[src/rtl/fifo_pace_pkg.sv]
// fifo_pace_pkg: shared constants and the pacing FSM state type for fifo_pace_ctrl.
//   CNT_W        width of the downstream fifo_counter load value
//   pace_state_t IDLE / SEND / ARM / WAIT (2-bit encoding)
package fifo_pace_pkg;

  localparam int unsigned CNT_W = 32;

  typedef enum logic [1:0] {
    IDLE = 2'd0,
    SEND = 2'd1,
    ARM  = 2'd2,
    WAIT = 2'd3
  } pace_state_t;

endpackage

[src/rtl/fifo_pace_buf.sv]
// fifo_pace_buf: word storage, wrap-bit pointers, occupancy and status flags.
//   cpu_clk, cpu_rst_b  clock / async active-low reset (clears pointers)
//   clr                 sync pointer clear (only with FIFO_PACE_FLUSH_EN)
//   push, wr_data       write strobe and word (caller guarantees !fifo_full)
//   pop, rd_data        read strobe (caller guarantees !fifo_empty) and head word
//   fifo_cnt            occupancy, log2(DEPTH)+1 bits
//   fifo_empty/full     status flags
module fifo_pace_buf
  import fifo_pace_pkg::*;
#(
  parameter int unsigned DATA_W = 32,
  parameter int unsigned DEPTH  = 8
) (
  input  logic                     cpu_clk,
  input  logic                     cpu_rst_b,
`ifdef FIFO_PACE_FLUSH_EN
  input  logic                     clr,
`endif
  input  logic                     push,
  input  logic [DATA_W-1:0]        wr_data,
  input  logic                     pop,
  output logic [DATA_W-1:0]        rd_data,
  output logic [$clog2(DEPTH):0]   fifo_cnt,
  output logic                     fifo_empty,
  output logic                     fifo_full
);

  localparam int unsigned AW = $clog2(DEPTH);
  localparam logic [AW:0] PTR_ONE = (AW+1)'(1);

  logic [DATA_W-1:0] mem [DEPTH];
  logic [AW:0]       wr_ptr;
  logic [AW:0]       rd_ptr;

  // Storage has no reset; contents are don't-care until written.
  always_ff @(posedge cpu_clk) begin
    if (push) begin
      mem[wr_ptr[AW-1:0]] <= wr_data;
    end
  end

  always_ff @(posedge cpu_clk or negedge cpu_rst_b) begin
    if (!cpu_rst_b) begin
      wr_ptr <= '0;
      rd_ptr <= '0;
    end
`ifdef FIFO_PACE_FLUSH_EN
    else if (clr) begin
      wr_ptr <= '0;
      rd_ptr <= '0;
    end
`endif
    else begin
      if (push) wr_ptr <= wr_ptr + PTR_ONE;
      if (pop)  rd_ptr <= rd_ptr + PTR_ONE;
    end
  end

  assign rd_data    = mem[rd_ptr[AW-1:0]];
  assign fifo_cnt   = wr_ptr - rd_ptr;
  assign fifo_empty = (wr_ptr == rd_ptr);
  // Same index with differing wrap bits means the writer is a full lap ahead.
  assign fifo_full  = (wr_ptr[AW-1:0] == rd_ptr[AW-1:0]) && (wr_ptr[AW] != rd_ptr[AW]);

endmodule

[src/rtl/fifo_pace_ctrl.sv]
// fifo_pace_ctrl: buffered pacing stage in front of the fifo_counter countdown block.
// Words enter on in_vld/in_rdy, are buffered, and leave one at a time on
// out_vld/out_rdy with a programmable idle gap enforced via fifo_counter.
//   cpu_clk, cpu_rst_b      clock / async active-low reset
//   fifo_flush              sync flush (only with FIFO_PACE_FLUSH_EN defined)
//   in_vld/in_data/in_rdy   upstream handshake; in_rdy = !fifo_full
//   out_vld/out_data/out_rdy downstream handshake; out_data = FIFO head
//   gap_cfg                 idle gap in counter units, latched on each pop
//   counter_en/load/done    fifo_counter control: rising en loads counter_load
//   fifo_cnt/empty/full     buffer status
// Optional feature macro: FIFO_PACE_FLUSH_EN.
module fifo_pace_ctrl
  import fifo_pace_pkg::*;
#(
  parameter int unsigned DATA_W = 32,
  parameter int unsigned DEPTH  = 8
) (
  input  logic                     cpu_clk,
  input  logic                     cpu_rst_b,
`ifdef FIFO_PACE_FLUSH_EN
  input  logic                     fifo_flush,
`endif
  input  logic                     in_vld,
  input  logic [DATA_W-1:0]        in_data,
  output logic                     in_rdy,
  output logic                     out_vld,
  output logic [DATA_W-1:0]        out_data,
  input  logic                     out_rdy,
  input  logic [CNT_W-1:0]         gap_cfg,
  output logic                     counter_en,
  output logic [CNT_W-1:0]         counter_load,
  input  logic                     counter_done,
  output logic [$clog2(DEPTH):0]   fifo_cnt,
  output logic                     fifo_empty,
  output logic                     fifo_full
);

  localparam int unsigned CW = $clog2(DEPTH) + 1;
  localparam logic [CW-1:0] CNT_ONE = CW'(1);

  pace_state_t       state;
  logic              out_vld_q;
  logic              cen_q;
  logic [CNT_W-1:0]  gap_q;
  logic              push;
  logic              pop;
  logic              more;

`ifdef FIFO_PACE_FLUSH_EN
  assign in_rdy  = !fifo_full && !fifo_flush;
  assign out_vld = out_vld_q && !fifo_flush;
`else
  assign in_rdy  = !fifo_full;
  assign out_vld = out_vld_q;
`endif

  assign push = in_vld && in_rdy;
  assign pop  = out_vld && out_rdy;
  // A word remains after this pop if more than one is stored or one arrives now.
  assign more = (fifo_cnt > CNT_ONE) || push;

  assign counter_en   = cen_q;
  assign counter_load = gap_q;

  fifo_pace_buf #(
    .DATA_W (DATA_W),
    .DEPTH  (DEPTH)
  ) u_buf (
    .cpu_clk    (cpu_clk),
    .cpu_rst_b  (cpu_rst_b),
`ifdef FIFO_PACE_FLUSH_EN
    .clr        (fifo_flush),
`endif
    .push       (push),
    .wr_data    (in_data),
    .pop        (pop),
    .rd_data    (out_data),
    .fifo_cnt   (fifo_cnt),
    .fifo_empty (fifo_empty),
    .fifo_full  (fifo_full)
  );

  // out_vld and counter_en are registered alongside the state so they never
  // glitch; counter_done is only looked at in WAIT because it is still high
  // from the previous count while ARM raises counter_en.
  always_ff @(posedge cpu_clk or negedge cpu_rst_b) begin
    if (!cpu_rst_b) begin
      state     <= IDLE;
      out_vld_q <= 1'b0;
      cen_q     <= 1'b0;
      gap_q     <= '0;
    end
`ifdef FIFO_PACE_FLUSH_EN
    else if (fifo_flush) begin
      state     <= IDLE;
      out_vld_q <= 1'b0;
      cen_q     <= 1'b0;
    end
`endif
    else begin
      case (state)
        IDLE: begin
          if (!fifo_empty) begin
            state     <= SEND;
            out_vld_q <= 1'b1;
          end
        end
        SEND: begin
          if (pop) begin
            gap_q <= gap_cfg;
            if (gap_cfg != '0) begin
              state     <= ARM;
              out_vld_q <= 1'b0;
              cen_q     <= 1'b1;
            end else if (!more) begin
              state     <= IDLE;
              out_vld_q <= 1'b0;
            end
          end
        end
        ARM: begin
          state <= WAIT;
        end
        WAIT: begin
          if (counter_done) begin
            cen_q <= 1'b0;
            if (!fifo_empty) begin
              state     <= SEND;
              out_vld_q <= 1'b1;
            end else begin
              state <= IDLE;
            end
          end
        end
        default: begin
          state     <= IDLE;
          out_vld_q <= 1'b0;
          cen_q     <= 1'b0;
        end
      endcase
    end
  end

endmodule

[config.mk]
export PLATFORM = sky130hd
export DESIGN_NAME = fifo_pace_ctrl
export DESIGN_NICKNAME = d
export VERILOG_FILES = /design/src/rtl/fifo_pace_pkg.sv /design/src/rtl/fifo_pace_buf.sv /design/src/rtl/fifo_pace_ctrl.sv
export SDC_FILE = /design/constraint.sdc
export NUM_CORES = 1
export LEC_CHECK = 0
export CORE_MARGIN = 2
export CORE_UTILIZATION = 50
export CTS_CLUSTER_SIZE = 16
export DETAILED_ROUTE_END_ITERATION = 10
export HOLD_SLACK_MARGIN = 0.1
export PLACE_DENSITY = 0.78
export SYNTH_ARGS = -nofsm -noshare
export SYNTH_HDL_FRONTEND = slang
export SYNTH_SLANG_ARGS = --single-unit
[constraint.sdc]
create_clock -name cpu_clk -period 4.3 [get_ports cpu_clk]
set_input_delay 0.43 -clock cpu_clk [delete_from_list [all_inputs] [get_ports cpu_clk]]
set_output_delay 0.43 -clock cpu_clk [all_outputs]
set_load 0.1 [all_outputs]
# --- After elaboration in Yosys (flattened, before gate mapping) ---
# Memories as Yosys holds them, arrays and structs flattened.
# Index checks and enable logic that the tools add are counted.
totals:
  ff_bits: 44
  ramBits: 256
  inputBits: 69
  output_inout_bits: 73
  wordCells: 54
  n_memories: 1
op_classes:
  n_addsub: 3
  n_lt_le_gt_ge: 1
  n_eq_ne: 11
  muxes: 19
  n_reduce_logical: 13
mem_list:
  columns: ["name", "depth", "word_bits", "rd", "rd_ports_with_merged_regs", "wr", "line_no", "source"]
  rows:
  - ["u_buf.mem", 8, 32, 1, 0, 1, "fifo_pace_buf.sv:31", "logic [DATA_W-1:0] mem [DEPTH];"]
op_table:
  columns: ["cell", "n"]
  rows:
  - ["32-bit nonzero test", 1]
  - ["4-bit AND reduction", 3]
  - ["1-bit 2-to-1 mux", 11]
  - ["2-bit 2-to-1 mux", 5]
  - ["4-bit by 1-bit adder with 4-bit output (second input constant)", 2]
  - ["2-bit != test (second input constant)", 4]
  - ["2-bit one-hot mux with 4 select lines", 1]
  - ["2-bit equality test (second input constant)", 2]
  - ["4-bit equality test", 1]
  - ["4-bit by 1-bit > comparator with 1-bit output (second input constant)", 1]
  - ["4-bit subtractor", 1]
  - ["3-bit equality test", 1]
  - ["1-bit logical AND", 3]
  - ["3-bit != test (second input constant)", 1]
  - ["1-bit one-hot mux with 3 select lines", 1]
  - ["3-bit nonzero test", 1]
  - ["2-bit by 1-bit equality test with 1-bit output (second input constant)", 1]
  - ["2-bit zero test", 1]
  - ["1-bit one-hot mux with 2 select lines", 1]
  - ["2-bit AND reduction", 1]
  - ["2-bit nonzero test", 1]
  - ["1-bit zero test", 1]
  - ["1-bit logical OR", 1]
  - ["1-bit != test", 1]

# --- Logic depth before layout (Yosys ltp) ---
depth:
  depth_word: 9
  mapped_depth: 8
  ltp_nobuf: 7

# --- Modules after synthesis ---
# Synthesis repeated with hierarchy kept, for this count alone.
unflattened:
  hier_cells: 663
  area_unflattened_um2: 11623.6
by_module_without_submodules:
  columns: ["module", "instances", "cells_per_inst", "area_per_inst_um2", "seq_area_each_um2"]
  rows:
  - ["fifo_pace_buf", 1, 491, 10117.2, 7887.6]
  - ["fifo_pace_ctrl", 1, 172, 1506.4, 900.9]

# --- Worst setup path before layout ---
# No wires, ideal clock.
synth_path:
  path_kind: "reg-to-reg"
  start: "reg u_buf.rd_ptr[1]"
  end: "mem u_buf.mem[0][0], enable pin"
  setup_time_ps: 461
  arrival_time_ps: 4326
  t_required_ps: 3839
  slack_ps: -487
  path_stages_with_launch: 9
  n_path_buf: 2
  synth_period_minus_slack_ps: 4787
  path_cell_list: "dfrtp_1 -> buf_2 -> buf_1 -> inv_1 -> ha_1 -> and3_1 -> a21boi_1 -> nand2_1 -> nor3_1"
synth_via:
  elab_chain_cells: 6
synth_rtl:
  columns: ["element", "line_no", "source"]
  rows:
  - ["start: declaration", "fifo_pace_buf.sv:33", "logic [AW:0] rd_ptr;"]
  - ["start signal: assignment", "fifo_pace_buf.sv:55", "if (pop) rd_ptr <= rd_ptr + PTR_ONE;"]
  - ["3-bit equality test", "fifo_pace_buf.sv:63", "assign fifo_full = (wr_ptr[AW-1:0] == rd_ptr[AW-1:0]) && (wr_ptr[AW] != rd_ptr[AW]);"]
  - ["1-bit logical AND", "fifo_pace_buf.sv:63", null]
  - ["1-bit zero test", "fifo_pace_ctrl.sv:53", "assign in_rdy = !fifo_full;"]
  - ["1-bit logical AND", "fifo_pace_ctrl.sv:57", "assign push = in_vld && in_rdy;"]
  - ["1-bit 2-to-1 mux", "fifo_pace_buf.sv:37", "if (push) begin"]
  - ["1-bit 2-to-1 mux (implied by the code)", "fifo_pace_buf.sv:38", "mem[wr_ptr[AW-1:0]] <= wr_data;"]
  - ["end: declaration", "fifo_pace_buf.sv:31", null]
# No other way between the ends.

# --- Worst setup path in the final report ---
layout_path:
  start: "reg u_buf.rd_ptr[0]"
  end: "out out_data[14]"
layout_via:
  elab_chain_cells: 1
layout_rtl:
  columns: ["element", "line_no", "source"]
  rows:
  - ["memory read 8 x 32 bit", null, null]
  - ["end: declaration", "fifo_pace_ctrl.sv:27", "output logic [DATA_W-1:0] out_data,"]
# No other way between the ends.

==> results.sh <==
export IMPL_cts_resized=0
export IMPL_ys_ff_latch=300
export IMPL_grt_pass1_vias=6262
export IMPL_ys_seq_area_share_pct=75.36
export IMPL_synthCells=606
export IMPL_via_count=6101
export IMPL_layout_nets=844
export IMPL_hold_viol=0
export IMPL_path_delay_family="buffers and inverters"
export IMPL_critical_path_buf_inv_count=3
export IMPL_wl_met1_um=9474
export IMPL_max_stage_delay_ns=0.75
export IMPL_p_per_area_nw_per_um2=521.3
export IMPL_synth_area_mux_share_pct=15.55
export IMPL_reg2reg_from="u_buf.wr_ptr[1]"
export IMPL_startpoint_type="flop"
export IMPL_synth_edf_count=256
export IMPL_drt_iter0_drc=522
export IMPL_crit_type="reg2out"
export IMPL_dp_hpwl_um=13990
export IMPL_syn_area_sq_um=11660
export IMPL_core_sq_um=22780
export IMPL_fin_setup_tns_ns=0
export IMPL_fin_ws_ns=0.6577
export IMPL_setup_viol=0
export IMPL_worstSkewPairLatency_ns=0.55
export IMPL_clockBufferDepth=3
export IMPL_antenna_found_initial=1
export IMPL_cp_arrival_ns=3.21
export IMPL_antenna_cells=0
export IMPL_yosysUniqueCellTypes=37
export IMPL_synth_compound_area_share_pct=0.9656
export IMPL_place_gp_congestion=0.8169
export IMPL_numPortBuffers=141
export IMPL_num_rows=55
export IMPL_min_period_ns=3.642
export IMPL_synthToLayoutAreaGrowth_pct=23.91
export IMPL_fp_dieW_um=156.7
export IMPL_wire_per_inst_um=20.84
export IMPL_cts_made_buffers=30
export IMPL_cts_sinks=300
export IMPL_end_kind="primary output"
export IMPL_track_usage_pct=18.98
export IMPL_drcViolationCount=0
export IMPL_yosysWarnings=0
export IMPL_synth_top_family_by_area="multiplexers"
export IMPL_cts_tree="done"
export IMPL_max_freq_mhz=274.5
export IMPL_fin_skew_ns=0.01761
export IMPL_async_flop_share_pct=14.67
export IMPL_routed_wl_um=23030
export IMPL_slew_headroom_pct=32.82
export IMPL_cts_setup_buffers=0
export IMPL_required_ns=3.87
export IMPL_path_cells="buf_4 -> buf_4 -> mux4_2 -> nand2_1 -> nand2_1 -> buf_4"
export IMPL_die_h_um=156.7
export IMPL_die_area_sq_um=24560
export IMPL_wl_met3_um=1794
export IMPL_mostFrequentLayoutCells="256 x edfxtp_1, 111 x nand2_1, 102 x clkdlybuf4s50_1, 64 x mux4_2, 43 x buf_4"
export IMPL_timing_rr_end="u_buf.mem[6][15]"
export IMPL_synthXorXnorAreaFrac_pct=0.6008
export IMPL_cp_slowest_cell="buf_4"
export IMPL_syn_nets=681
export IMPL_met2WireLength_um=11320
export IMPL_reg2reg_slack_ns=1.16
export IMPL_path_common_cell="buf_4"
export IMPL_hold_class="in2async"
export IMPL_peakVddDrop_v=0.0004313
export IMPL_rsz0062_at_grt="no"
export IMPL_io_pins=142
export IMPL_grt_max_degree=68
export IMPL_grt_pass1_wl_um=35470
export IMPL_r2r_cells=6
export IMPL_htreeDepth=1
export IMPL_avgSynthCellArea_sq_um=19.24
export IMPL_clkTransAtPathRegs_ns=0.06
export IMPL_slew_violations=0
export IMPL_synthSimpleGateAreaFrac_pct=5.354
export IMPL_tightest_slew_ns=1.005
export IMPL_routed_top_layer="met5"
export IMPL_via_per_inst=5.521
export IMPL_drv_cap=0
export IMPL_fillers=1539
export IMPL_synth_fa_ha_area_share_pct=0.7081
export IMPL_worstPathMaxFanout=44
export IMPL_final_common_cell="edfxtp_1"
export IMPL_finalCritPeriodShare_pct=84.71
export IMPL_power_leakage_uw=0.005101
export IMPL_status="finished clean"
export IMPL_drive_above_1_share_pct=21.59
export IMPL_drt_pass1_iterations=5
export IMPL_ant_nets=0
export IMPL_synth_flop_cell="edfxtp_1"
export IMPL_cts_root_buf="clkbuf_16"
export IMPL_grt_overflow=0
export IMPL_place_ws_ns=1.147
export IMPL_start_util_pct=51.20
[through the flow]
stage | cells | total power, uW | util, % | hold WS, ns | area [sq um]
5_1_grt | 1105 | 7807 | 63.44 | 0.5115 | 14450
3_3_place_gp | 1049 | 5158 | 59.38 | 0.4696 | 13530
4_1_cts | 1105 | 7608 | 63.44 | 0.4940 | 14450
6_report | 1105 | 7533 | 63.44 | 0.4881 | 14450
2_1_floorplan | 606 | 4634 | - | 0.1344 | 11670
3_5_place_dp | 1049 | 5215 | 59.38 | 0.4808 | 13530
[metal layers]
layer  track usage (%)  vias up
met5                 0        -
met4             4.980        2
met3             3.739       39
met2             31.98      268
met1             25.61     3086
li1                  -     2706
[layout make-up]
| type | instances | area (sq um) | area share, % |
|---|---|---|---|
| Clock inverter | 18 | 116.4 | 0.8052 |
| Multi-Input combinational cell | 272 | 2763 | 19.12 |
| Sequential cell | 300 | 8793 | 60.85 |
| Inverter | 8 | 30.03 | 0.2078 |
| Tap cell | 313 | 391.6 | 2.710 |
| Clock buffer | 37 | 798.3 | 5.524 |
| Timing Repair Buffer | 157 | 1559 | 10.79 |
[synthesized netlist by cell type (3+ instances only)]
cell type	instances	share of area, %
nand3_1	6	0.26
clkbuf_1	10	0.32
ha_1	5	0.54
buf_1	4	0.13
inv_1	7	0.23
mux4_2	64	12
mux2_1	32	3.1
dfrtp_1	44	9.4
nand2_1	111	3.6
buf_2	5	0.21
buf_6	3	0.29
buf_4	4	0.26
xor2_1	3	0.23
xnor2_1	5	0.38
nor4_1	8	0.43
nor2_1	8	0.26
o21ai_1	6	0.26
edfxtp_1	256	66
[where the power goes]
| group | switching (uW) | internal (uW) |
|---|---|---|
| Clock | 1020 | 1370 |
| Combinational | 1050 | 437 |
| Sequential | 111 | 3540 |
[logic make-up after synthesis]
| logic type | after synthesis |
|---|---|
| flops | 300 |
| mux | 97 |
| simple gates | 147 |
| xor+xnor | 8 |
| buf+inv | 34 |
| fa+ha+maj | 6 |
| compound gates | 14 |
[what timing repair did]
item | 4_1_cts | 5_1_grt
endpoints found under the setup margin | 0 | 0
hold endpoints to repair | 44 | 0
hold buffers | 1 | 0
[registers in the layout, summed over array words and instances (netlist names), named ones only]
signal        cells
counter_en        1
counter_load     32
out_vld           1
state             1
u_buf.mem       256
u_buf.rd_ptr      4
u_buf.wr_ptr      4
[tightest hold or removal path: stages]
cell           delay [ns]
dlygate4sd3_1        0.52
buf_2                0.09
buf_4                0.44
[worst max-delay path by stage]
stage	end	start	slack (ns)	depth (start not counted)
after floorplan	u_buf.mem[4][0]	u_buf.rd_ptr[1]	0.37	8
after global placement	out_data[14]	u_buf.rd_ptr[0]	1.13	6
after detailed placement	out_data[14]	u_buf.rd_ptr[0]	1.15	6
after CTS	out_data[14]	u_buf.rd_ptr[0]	0.54	6
after global routing	out_data[14]	u_buf.rd_ptr[0]	0.36	6
final	out_data[14]	u_buf.rd_ptr[0]	0.66	6
(Power assumes the default switching activity.)
